File: src/rtl/mem_arbiter.sv
// mem_arbiter: shares one unified instruction/data memory between the fetch
// and load/store requesters of the multicycle CPU. Each access walks
// IDLE -> SETUP -> STROBE -> DONE so the memory always sees a clean,
// single-cycle read or write strobe with a stable address around it.
module mem_arbiter #(
    parameter int ADDR_W = 10,
    parameter int DATA_W = 16,
    parameter int FAIR   = 1
) (
    input  logic              clk,
    input  logic              rst,
    input  logic              instReq,
    input  logic [ADDR_W-1:0] instAdd,
    output logic              instReady,
    output logic [DATA_W-1:0] instOut,
    input  logic              dataReq,
    input  logic              dataWe,
    input  logic [ADDR_W-1:0] dataAdd,
    input  logic [DATA_W-1:0] dataWrite,
    output logic              dataReady,
    output logic [DATA_W-1:0] dataOut,
    output logic [ADDR_W-1:0] memAdd,
    output logic [DATA_W-1:0] memWriteData,
    output logic              memRead,
    output logic              memWrite,
    input  logic [DATA_W-1:0] memData,
    output logic              busy,
    output logic              grantData
);

    typedef enum logic [1:0] {IDLE, SETUP, STROBE, DONE} state_t;

    state_t            r_state;
    state_t            w_next_state;
    logic              w_grant;
    logic              w_sel_data;
    logic              w_mem_read;
    logic              w_mem_write;
    logic              w_inst_ready;
    logic              w_data_ready;
    logic              w_cap_inst;
    logic              w_cap_data;

    logic [ADDR_W-1:0] r_mem_add;
    logic [DATA_W-1:0] r_wdata;
    logic              r_we;
    logic              r_grant_data;
    logic              r_last_grant;
    logic              r_mem_read;
    logic              r_mem_write;
    logic              r_inst_ready;
    logic              r_data_ready;
    logic [DATA_W-1:0] r_inst_out;
    logic [DATA_W-1:0] r_data_out;
    logic              r_busy;

    // Next state, arbitration, and next values of the registered outputs
    always_comb begin
        w_next_state = r_state;
        w_grant      = 1'b0;
        w_sel_data   = 1'b0;
        case (r_state)
            IDLE: begin
                if (instReq || dataReq) begin
                    w_grant      = 1'b1;
                    // lastGrant: 1 = data, 0 = inst
                    w_sel_data   = dataReq && (!instReq || (FAIR == 0) || !r_last_grant);
                    w_next_state = SETUP;
                end
            end
            SETUP:   w_next_state = STROBE;
            STROBE:  w_next_state = DONE;
            DONE:    w_next_state = IDLE;
            default: w_next_state = IDLE;
        endcase
        w_mem_read   = (w_next_state == STROBE) && !r_we;
        w_mem_write  = (w_next_state == STROBE) && r_we;
        w_inst_ready = (w_next_state == DONE) && !r_grant_data;
        w_data_ready = (w_next_state == DONE) && r_grant_data;
        w_cap_inst   = (r_state == STROBE) && !r_we && !r_grant_data;
        w_cap_data   = (r_state == STROBE) && !r_we && r_grant_data;
    end

    // State register
    always_ff @(posedge clk or negedge rst) begin
        if (!rst) begin
            r_state <= IDLE;
        end else begin
            r_state <= w_next_state;
        end
    end

    // Registered outputs, latched request fields and captured read data
    always_ff @(posedge clk or negedge rst) begin
        if (!rst) begin
            r_mem_add    <= '0;
            r_wdata      <= '0;
            r_we         <= 1'b0;
            r_grant_data <= 1'b0;
            r_last_grant <= 1'b0;
            r_mem_read   <= 1'b0;
            r_mem_write  <= 1'b0;
            r_inst_ready <= 1'b0;
            r_data_ready <= 1'b0;
            r_inst_out   <= '0;
            r_data_out   <= '0;
            r_busy       <= 1'b0;
        end else begin
            r_mem_read   <= w_mem_read;
            r_mem_write  <= w_mem_write;
            r_inst_ready <= w_inst_ready;
            r_data_ready <= w_data_ready;
            r_busy       <= (w_next_state != IDLE);
            if (w_grant) begin
                r_mem_add    <= w_sel_data ? dataAdd : instAdd;
                r_we         <= w_sel_data && dataWe;
                r_grant_data <= w_sel_data;
                if (w_sel_data) begin
                    r_wdata <= dataWrite;
                end
            end
            if (w_cap_inst) begin
                r_inst_out <= memData;
            end
            if (w_cap_data) begin
                r_data_out <= memData;
            end
            if (r_state == DONE) begin
                r_last_grant <= r_grant_data;
            end
        end
    end

    assign memAdd       = r_mem_add;
    assign memWriteData = r_wdata;
    assign memRead      = r_mem_read;
    assign memWrite     = r_mem_write;
    assign instReady    = r_inst_ready;
    assign dataReady    = r_data_ready;
    assign instOut      = r_inst_out;
    assign dataOut      = r_data_out;
    assign busy         = r_busy;
    assign grantData    = r_grant_data;

endmodule

File: config.mk
export PLATFORM = sky130hd
export DESIGN_NAME = mem_arbiter
export DESIGN_NICKNAME = d
export VERILOG_FILES = /design/src/rtl/mem_arbiter.sv
export SDC_FILE = /design/constraint.sdc
export NUM_CORES = 1
export LEC_CHECK = 0
export CORE_ASPECT_RATIO = 0.8
export CORE_MARGIN = 8
export CORE_UTILIZATION = 45
export CTS_CLUSTER_DIAMETER = 200
export DETAILED_ROUTE_END_ITERATION = 6
export GPL_TIMING_DRIVEN = 0
export PLACE_DENSITY_LB_ADDON = 0.3
export SYNTH_ARGS = -nofsm -noshare
export SYNTH_HDL_FRONTEND = slang
export SYNTH_SLANG_ARGS = --single-unit
File: constraint.sdc
create_clock -name clk -period 2.7 [get_ports clk]
set_clock_uncertainty 0.1 [all_clocks]
set_input_delay 0.54 -clock clk [delete_from_list [all_inputs] [get_ports clk]]
set_output_delay 0.54 -clock clk [all_outputs]
set_load 0.005 [all_outputs]
==> flow_summary.yaml <==
cells_and_area:
  diodes: 0
  nets: 387
  area_delta_synth_final_pct: 55.8
  final_layout_size_suffix_gt1_share_pct: 21.5
  fillCellCount: 422
global_route:
  grt_pass1_wl_um: 11700
  first_global_vias: 2238
  grt_overflow_total: 0
  grt_usage_pct: 16.6
  antenna_found_initial: 0
  grt_max_degree: 69
routing:
  routed_wl_um: 7290
  initialDrtViolationCount: 75
  drt_pass1_iterations: 4
  route.detailed.drc: 0
  ant_nets: 0
  wire_per_inst_um: 17.7
  vias_per_cell: 4.97
  vias: 2043
timing:
  period_minus_slack_ns: 2.10
  clock.fmax_mhz: 476
  rsz0062_at_grt: "false"
  setup_slack_ns: 0.601
  drv_slew: 0
  tightest_slew_ns: 0.845
  setup_violations: 0
  maxSlewHeadroom_pct: 43.7
  finalHoldViolCount: 0
  period_share_pct: 77.7
  setup_tns_ns: 0
yosys:
  synth_top_cell_area_share_pct: 61.7
  synth_edf_count: 0
  synthFlopType: "dfrtp_1"
  synth.avg_cell_area_sq_um: 14.2
  netlist_area_sq_um: 2760
  ys_seq_area_share_pct: 61.7
  yosys_warnings: 0
  synth_area_leaders: "dfrtp_1, mux2_2, o2111ai_1"
  synthTopCellsByCount: "dfrtp_1, mux2_2, o21ai_0, nor2_1"
  synth-async-reset-ratio_pct: 100
  synth_cell_types: 23
  synth_area_leader_cell: "dfrtp_1"
  netlist_instances: 194
  synth.ff_latch_count: 68
  syn_nets: 256
  yosysMostFrequentCell: "dfrtp_1"
worst_setup_path:
  critPathRequiredTime_ns: 2.06
  worstPathMaxFanout: 7
  crit_type: "reg -> out"
  cp-start-kind: "register"
  worstPathArrival_ns: 1.46
  end_kind: "output port"
  cp_num_buf_inv: 1
  crit_slowest_cell: "clkdlybuf4s50_1"
  path_cells: "clkdlybuf4s50_1"
  cpPeakStageDelay_ns: 0.60
  crit_family: "buffers and inverters"
die:
  dieArea_sq_um: 8910
  fp.dieW_um: 104
  ios: 121
  core_area_sq_um: 5910
  fp.dieH_um: 86.1
  start_util_pct: 46.7
  rows: 25
power:
  leakagePower_nw: 1.77
  powerDensity_nw_per_um2: 1180
  ir_drop_mv: 0.604
cts:
  htree_levels: 3
  cts_hold_buffers: 0
  cts_resized: 0
  ctsRootBufferMaster: "clkbuf_8"
  cts_tree: "built"
  numCtsBuffers: 9
  path_clk_slew_ns: 0.07
  cts_setup_buffers: 0
  worstSkewPairLatency_ns: 0.33
  clockBufferDepth: 2
  clock_sinks: 68
placed_design:
  dpl.hpwl_um: 5530
  place_congestion: 0.822
  port_buffers: 120
  place_ws_ns: 0.396
run_status:
  status: "finished, final reports clean"
job:
  maxCapViolations: 0
min_path:
  hold_class: "in -> async"
[report_power, final]
group | internal [mW] | total [mW] | switching [mW]
Combinational | 1.45 | 2.24 | 0.789
Sequential | 1.54 | 1.82 | 0.282
Clock | 0.615 | 0.994 | 0.379
Total | 3.60 | 5.05 | 1.45
[state kept, by name (all words and copies together) (netlist names), 2 cells and up]
signal / count
dataOut: 16
r_state: 2
instOut: 16
memWriteData: 16
memAdd: 10
[per-stage QoR]
step / util (%) / area [sq um] / hold WS, ns / power, mW / cells
global route: 72.7 / 4300 / 0.287 / 5.37 / 411
CTS: 72.7 / 4300 / 0.232 / 5.14 / 411
global placement: 68.7 / 4060 / 0.387 / 4.04 / 395
detailed placement: 68.7 / 4060 / 0.392 / 4.13 / 395
finish: 72.7 / 4300 / 0.195 / 5.05 / 411
floorplan: - / 2760 / 0.144 / 2.77 / 194
[final cells by class]
cell class | instances | area [sq um] | share of cell area, %
inverters | 4 | 15.0 | 0.349
well taps | 81 | 101 | 2.36
flip-flops and latches | 68 | 1700 | 39.6
repair buffers | 120 | 1200 | 27.9
clock inverters | 6 | 113 | 2.62
plain buffers | 10 | 60.1 | 1.40
clock buffers | 10 | 128 | 2.97
multi-input cells | 112 | 983 | 22.9
[routing by layer]
metal  up-vias  wire, um  global-route usage (%)
li1        969         -                       -
met1       996      3100                    19.9
met2        74      3620                    26.7
met3         4       493                    6.89
met4         0        71                    5.19
met5         -         0                       0
[cells by family after synthesis]
family | share of synthesized area, %
adders and majority gates | 2.27
buffers and inverters | 2.72
and+or+nand+nor | 5.12
DFF | 61.6
muxes | 19.6
AOI/OAI and AO/OA | 8.66
[final timing paths]
kind                                         from  cells past startpoint                          end  slack (ns)
max in group asynchronous                     rst                      1     r_last_grant$_DFFE_PN0N_        1.74
hold reg to reg            instOut[0]$_DFFE_PN0P_                      1       instOut[0]$_DFFE_PN0P_        0.41
hold / removal                                rst                      1        memAdd[2]$_DFFE_PN0P_        0.20
setup reg to reg             r_state[0]$_DFF_PN0_                      6  memWriteData[8]$_DFFE_PN0P_        0.69
min in group clk           instOut[0]$_DFFE_PN0P_                      1       instOut[0]$_DFFE_PN0P_        0.41
setup / recovery            grantData$_DFFE_PN0P_                      1                    grantData        0.60
[cells in the final DEF (no fill, tap or decap), types with 2 or more instances in the layout]
cell             netlist  final
nand2_1                2      2
clkbuf_1               7      8
buf_6                  3      3
bufinv_16              0      3
and2_1                 3      3
mux2_2                48     48
o21ai_0               12     12
ha_1                   5      5
inv_1                  3      3
clkdlybuf4s50_1        0    119
clkinv_4               0      2
a31oi_1               10     10
clkbuf_8               0      9
dfrtp_1               68     68
nor2_1                11     11
nor2b_1                2      2
o2111ai_1             10     10
(Power assumes the default switching activity.)
==> variant 1 (config.mk and constraints unchanged) <==
Set the parameter `DATA_W` to 32 (it was 16).
--- a/src/rtl/mem_arbiter.sv
+++ b/src/rtl/mem_arbiter.sv
@@ -6,3 +6,3 @@
     parameter int ADDR_W = 10,
-    parameter int DATA_W = 16,
+    parameter int DATA_W = 32,
     parameter int FAIR   = 1
Ports: changed (5 resized); port bits go from 121 to 201. The function was not compared with the original's and may differ.
==> variant 1 against the original RTL <==
Largest cell class unchanged; area after synthesis is 65% higher; hold slack got worse by 0.13 ns; total power grew 79%; sequential cell count increased by 48; non-clock buffer count is 87 higher; routed wire length grew 68%; register-to-register slack better by 0.03 ns; fmax shrank 2.4%; sequential share of layout area fell by 0.15 points; synthesized cell count up 53%; count of clock-buffer cells in the layout is 8 higher; design area rose by 71%; setup slack worse by 0.052 ns.
==> variant 1: results (changes against the original RTL) <==
Parameter                              Value

Outcome
  Status    finished, final reports clean

Setup path
  Setup slack on the worst flop-to-flop path    0.72 ns (+0.03 ns)
  Capturing point of the worst reg2reg path    instOut[12]
  Depth of the most critical reg-to-reg path    5 (-1)
  Beginning of the critical path    grantData
  Largest fanout on the critical path    7 (unchanged)
  Largest stage delay on the critical path    0.60 ns (about the same)
  Critical register-to-register path startpoint    r_state[0]
  Signal arrival time at the worst endpoint    1.51 ns (+0.05 ns)
  Cell with the biggest individual delay on the critical path    clkdlybuf4s50_1

Yosys
  Top cells by area in the synthesized netlist    dfrtp_1 64%, mux2_2 15%, mux2_1 8.4%
  Post-synth net total    390 (+52%)
  Number of unique standard cell types used by synthesis    26 (+13%)
  Post-synthesis sequential area ratio    63.6% (+1.9 points)
  Async set or reset register ratio after synthesis    100% (unchanged)
  Yosys warning total    0 (unchanged)
  Most numerous cell types in the synthesized netlist    116 x dfrtp_1, 62 x mux2_2, 34 x mux2_1

Power
  Worst VDD drop    0.674 mV (+12%)
  Net load switching power    2.57 mW (+77%)
  Sequential group power    3.11 mW (+71%)
  Power drawn by the clock network    2.20 mW (+120%)
  Internal power consumption    6.49 mW (+80%)
  Static power due to leakage    3.05 nW (+72%)

Clock tree
  Number of buffers on the longest clock path    2 (unchanged)
  Clock Pin Slew Worst Setup and Hold Paths    0.05 ns (-0.02 ns)
  Total CTS buffers    17 (+8)
  Worst-Skew Late Latency    0.40 ns (+0.07 ns)
  Root buffer cell    clkbuf_16
  CTS resizes    0 (unchanged)
  Number of H-tree branching levels    4 (+1)

GRT
  Number of antenna violations at the first check in global routing    0 (unchanged)
  First-pass GRT wire length    19500 um (+66%)
  Via count of the first global-routing pass    3672 (+64%)
  GRT Overall Usage    18.4% (+1.8 points)
  Largest net degree at the start of global routing    70 (+1.4%)

Cells and area
  Share of final-layout standard cells stronger than drive strength 1    20.6% (-0.91 points)
  Post-layout net count    610 (+58%)
  # diodes    0 (unchanged)
  Fill cells    742 (+76%)

Hold path
  Worst hold path type    in2async

Place
  I/O Buffers    200 (+67%)
  DPL Wire Length    9210 um (+67%)
  Routability congestion estimate from global placement    0.739 (-10%)

Routing
  First drt pass iteration count    4 (unchanged)
  Via count of the routed design    3302 (+62%)
  Routed wire per std cell    18.3 um (+3.3%)
  1st-iter DRT viols    147 (+96%)

STA
  Worst Max-Slew Pin Slew    0.623 ns (-0.222 ns)
## variant 1: worst min-delay path by stage
stage	to	slack (ns)	cells past startpoint
floorplan	busy	0.14	0
global placement	instOut[3]	0.37	1
detailed placement	memWriteData[26]	0.37	1
CTS	memWriteData[24]	0.06	1
global route	memWriteData[30]	0.10	1
finish	memWriteData[0]	0.07	1
## variant 1: kinds of logic after synthesis
logic type	Yosys count	share of synthesized area, %
AOI/OAI and AO/OA	36	5.23
adders and majority gates	5	1.37
buffers and inverters	20	3.04
DFF	116	63.6
muxes	96	23.7
and+or+nand+nor	23	3.12
## variant 1: through the flow
step | std cells | hold WS, ns | area, um^2 | setup slack (ns) | setup TNS, ns
6_report | 669 | 0.0652 | 7360 | 0.549 | 0
4_1_cts | 669 | 0.0635 | 7360 | 0.512 | 0
3_5_place_dp | 637 | 0.374 | 6770 | 0.434 | 0
3_3_place_gp | 636 | 0.368 | 6740 | -3.30 | -382.25
5_1_grt | 669 | 0.103 | 7360 | 0.502 | 0
2_1_floorplan | 296 | 0.144 | 4570 | 0.938 | 0
## variant 1: cell type report
class | instances | area, um^2 | share of cell area (%)
Multi-Input combinational cell | 160 | 1530 | 20.7
Clock buffer | 18 | 439 | 5.96
Buffer | 16 | 124 | 1.68
Clock inverter | 14 | 155 | 2.11
Timing Repair Buffer | 201 | 2030 | 27.5
Inverter | 4 | 15.0 | 0.204
Sequential cell | 116 | 2900 | 39.4
Tap cell | 140 | 175 | 2.38
## variant 1: layer usage
layer	track usage, %	wire [um]
met4	6.69	208
met1	19.7	4590
met5	0	0
met3	8.55	1220
met2	31.4	6240
==> variant 2 (same settings) <==
Made on the original files. Encoding of `state_t`: now one-hot (4 bits for 4 states).
--- a/src/rtl/mem_arbiter.sv
+++ b/src/rtl/mem_arbiter.sv
@@ -30,3 +30,3 @@
 
-    typedef enum logic [1:0] {IDLE, SETUP, STROBE, DONE} state_t;
+    typedef enum logic [3:0] {IDLE = 4'b0001, SETUP = 4'b0010, STROBE = 4'b0100, DONE = 4'b1000} state_t;
 
Formal check against the unedited RTL: same outputs for any inputs over 10 cycles, from zero or initial values and one cycle with rst low; not proved beyond that.
==> variant 2 against the original RTL <==
Area after synthesis is 0.36% lower; routed wire length shrank 5.3%; design area decreased by 0.64%; sequential share of layout area increased by 1.5 points; sequential cell count increased by 2; total power shrank 9.7%; non-clock buffer count down 1; via count grew 0.29%; setup slack got worse by 0.055 ns; register-to-register slack got worse by 0.14 ns; critical path type is now in2reg; critical endpoint is now memWriteData[9].
==> variant 2: results (changes against the original RTL) <==
Parameter                              Value

Outcome
  Status    finished, final reports clean

Routing
  Via count of the routed design    2049 (+0.29%)
  Met2 Routed Length    3460 um (-4.3%)
  Routed wire per std cell    16.9 um (-4.8%)
  Routed metal-1 wire length    2630 um (-15%)
  Met3 layer wire length in the routed design    713 um (+45%)
  1st-iter DRT viols    54 (-28%)

Yosys
  Synth Area in Compound Gates    7.73% (-0.92 points)
  Number of standard cells after synthesis    192 (-1.0%)
  Number of unique standard cell types used by synthesis    25 (+8.7%)
  Post-synthesis sequential area ratio    63.7% (+2.1 points)
  Async set or reset register ratio after synthesis    100% (unchanged)
  Synth Area in Adders    0% (-2.3 points)
  Post-synth net total    249 (-2.7%)
  Synthesized area    2750 um^2 (-0.36%)
  Post-synthesis register bit count    70 (+2.9%)
  Top cells by area in the synthesized netlist    dfrtp_1 63%, mux2_2 20%, o31ai_1 2.7%
  Multiplexer fraction of the synthesized cell area    20.1% (+0.48 points)
  Most numerous cell types in the synthesized netlist    69 x dfrtp_1, 49 x mux2_2, 14 x o21ai_0

Cells and area
  FF+latch area    1750 um^2 (+3.0%)
  Number of ordinary and repair buffers in the finished layout    129 (-0.77%)
  Area share of buffers outside the clock network    29.1% (-0.19 points)
  Multi-input gate share of the layout cell area    22.2% (-0.64 points)
  Fill cells    433 (+2.6%)
  Number of ordinary inverters in the final layout    1 (-3)
  Signed area change from the synthesized netlist to the final layout    55.4%
  Share of final-layout standard cells stronger than drive strength 1    23.2% (+1.7 points)
  Final standard cell count with taps included and fillers excluded    409 (-0.49%)
  Post-layout net count    380 (-1.8%)
  Clock buffer and inverter area fraction after layout    5.21% (-0.37 points)

GRT
  First-pass GRT wire length    11100 um (-5.0%)
  Largest net degree at the start of global routing    71 (+2.9%)
  Grt met3 use    7.61% (+0.71 points)
  Met2 demand-to-capacity share in global routing    26.2% (-0.52 points)
  Via count of the first global-routing pass    2226 (-0.54%)
  Grt met1 use    17.7% (-2.2 points)
  GRT Overall Usage    16.2% (-0.47 points)

Power
  Static power due to leakage    1.80 nW (+1.6%)
  Internal power consumption    3.28 mW (-9.1%)
  Worst VDD drop    0.624 mV (+3.4%)

Place
  Post-placement cell count    393 (-0.51%)
  DPL Wire Length    5210 um (-5.7%)
  Routability congestion estimate from global placement    0.765 (-7.0%)
  Placed Instance Area    4050 um^2 (-0.25%)
  Post-Place Setup Slack    0.226 ns (-0.169 ns)

STA
  Relative max-transition margin    42.8% (-0.95 points)

Clock tree
  Total CTS buffers    9 (unchanged)
  Number of buffers on the longest clock path    2 (unchanged)

Setup path
  Largest stage delay on the critical path    0.51 ns (-0.09 ns)
  Signal arrival time at the worst endpoint    2.28 ns (+0.82 ns)
  Largest fanout on the critical path    10 (+3)

Hold path
  Worst hold path type    in2async
variant 2: changes by cell type in the layout (fill, tap and decap cells not counted), moves of 3 or more:
cell and delta:
a31oi_1 -10, o2111ai_1 -10, o31ai_1 +10, a21oi_1 +9
ha_1 -5, clkbuf_1 -3
variant 2: power by group through the flow:
stage | clock, mW | sequential (mW) | combinational (mW)
after floorplan | 0 | 1.82 | 0.682
after global placement | 0 | 1.77 | 1.86
after global routing | 0.986 | 1.85 | 2.01
after CTS | 0.945 | 1.79 | 1.90
after detailed placement | 0 | 1.81 | 1.89
final | 0.922 | 1.78 | 1.86
variant 2: worst paths after layout:
check,from,cells after the start,slack [ns],to
max in group asynchronous,rst,1,1.73,instOut[10]
min in group clk,instOut[1],1,0.40,instOut[1]
hold reg to reg,instOut[1],1,0.40,instOut[1]
hold / removal,rst,1,0.20,memWriteData[4]
setup / recovery,dataReq,5,0.55,memWriteData[9]
setup reg to reg,r_state[1],4,0.55,instOut[10]
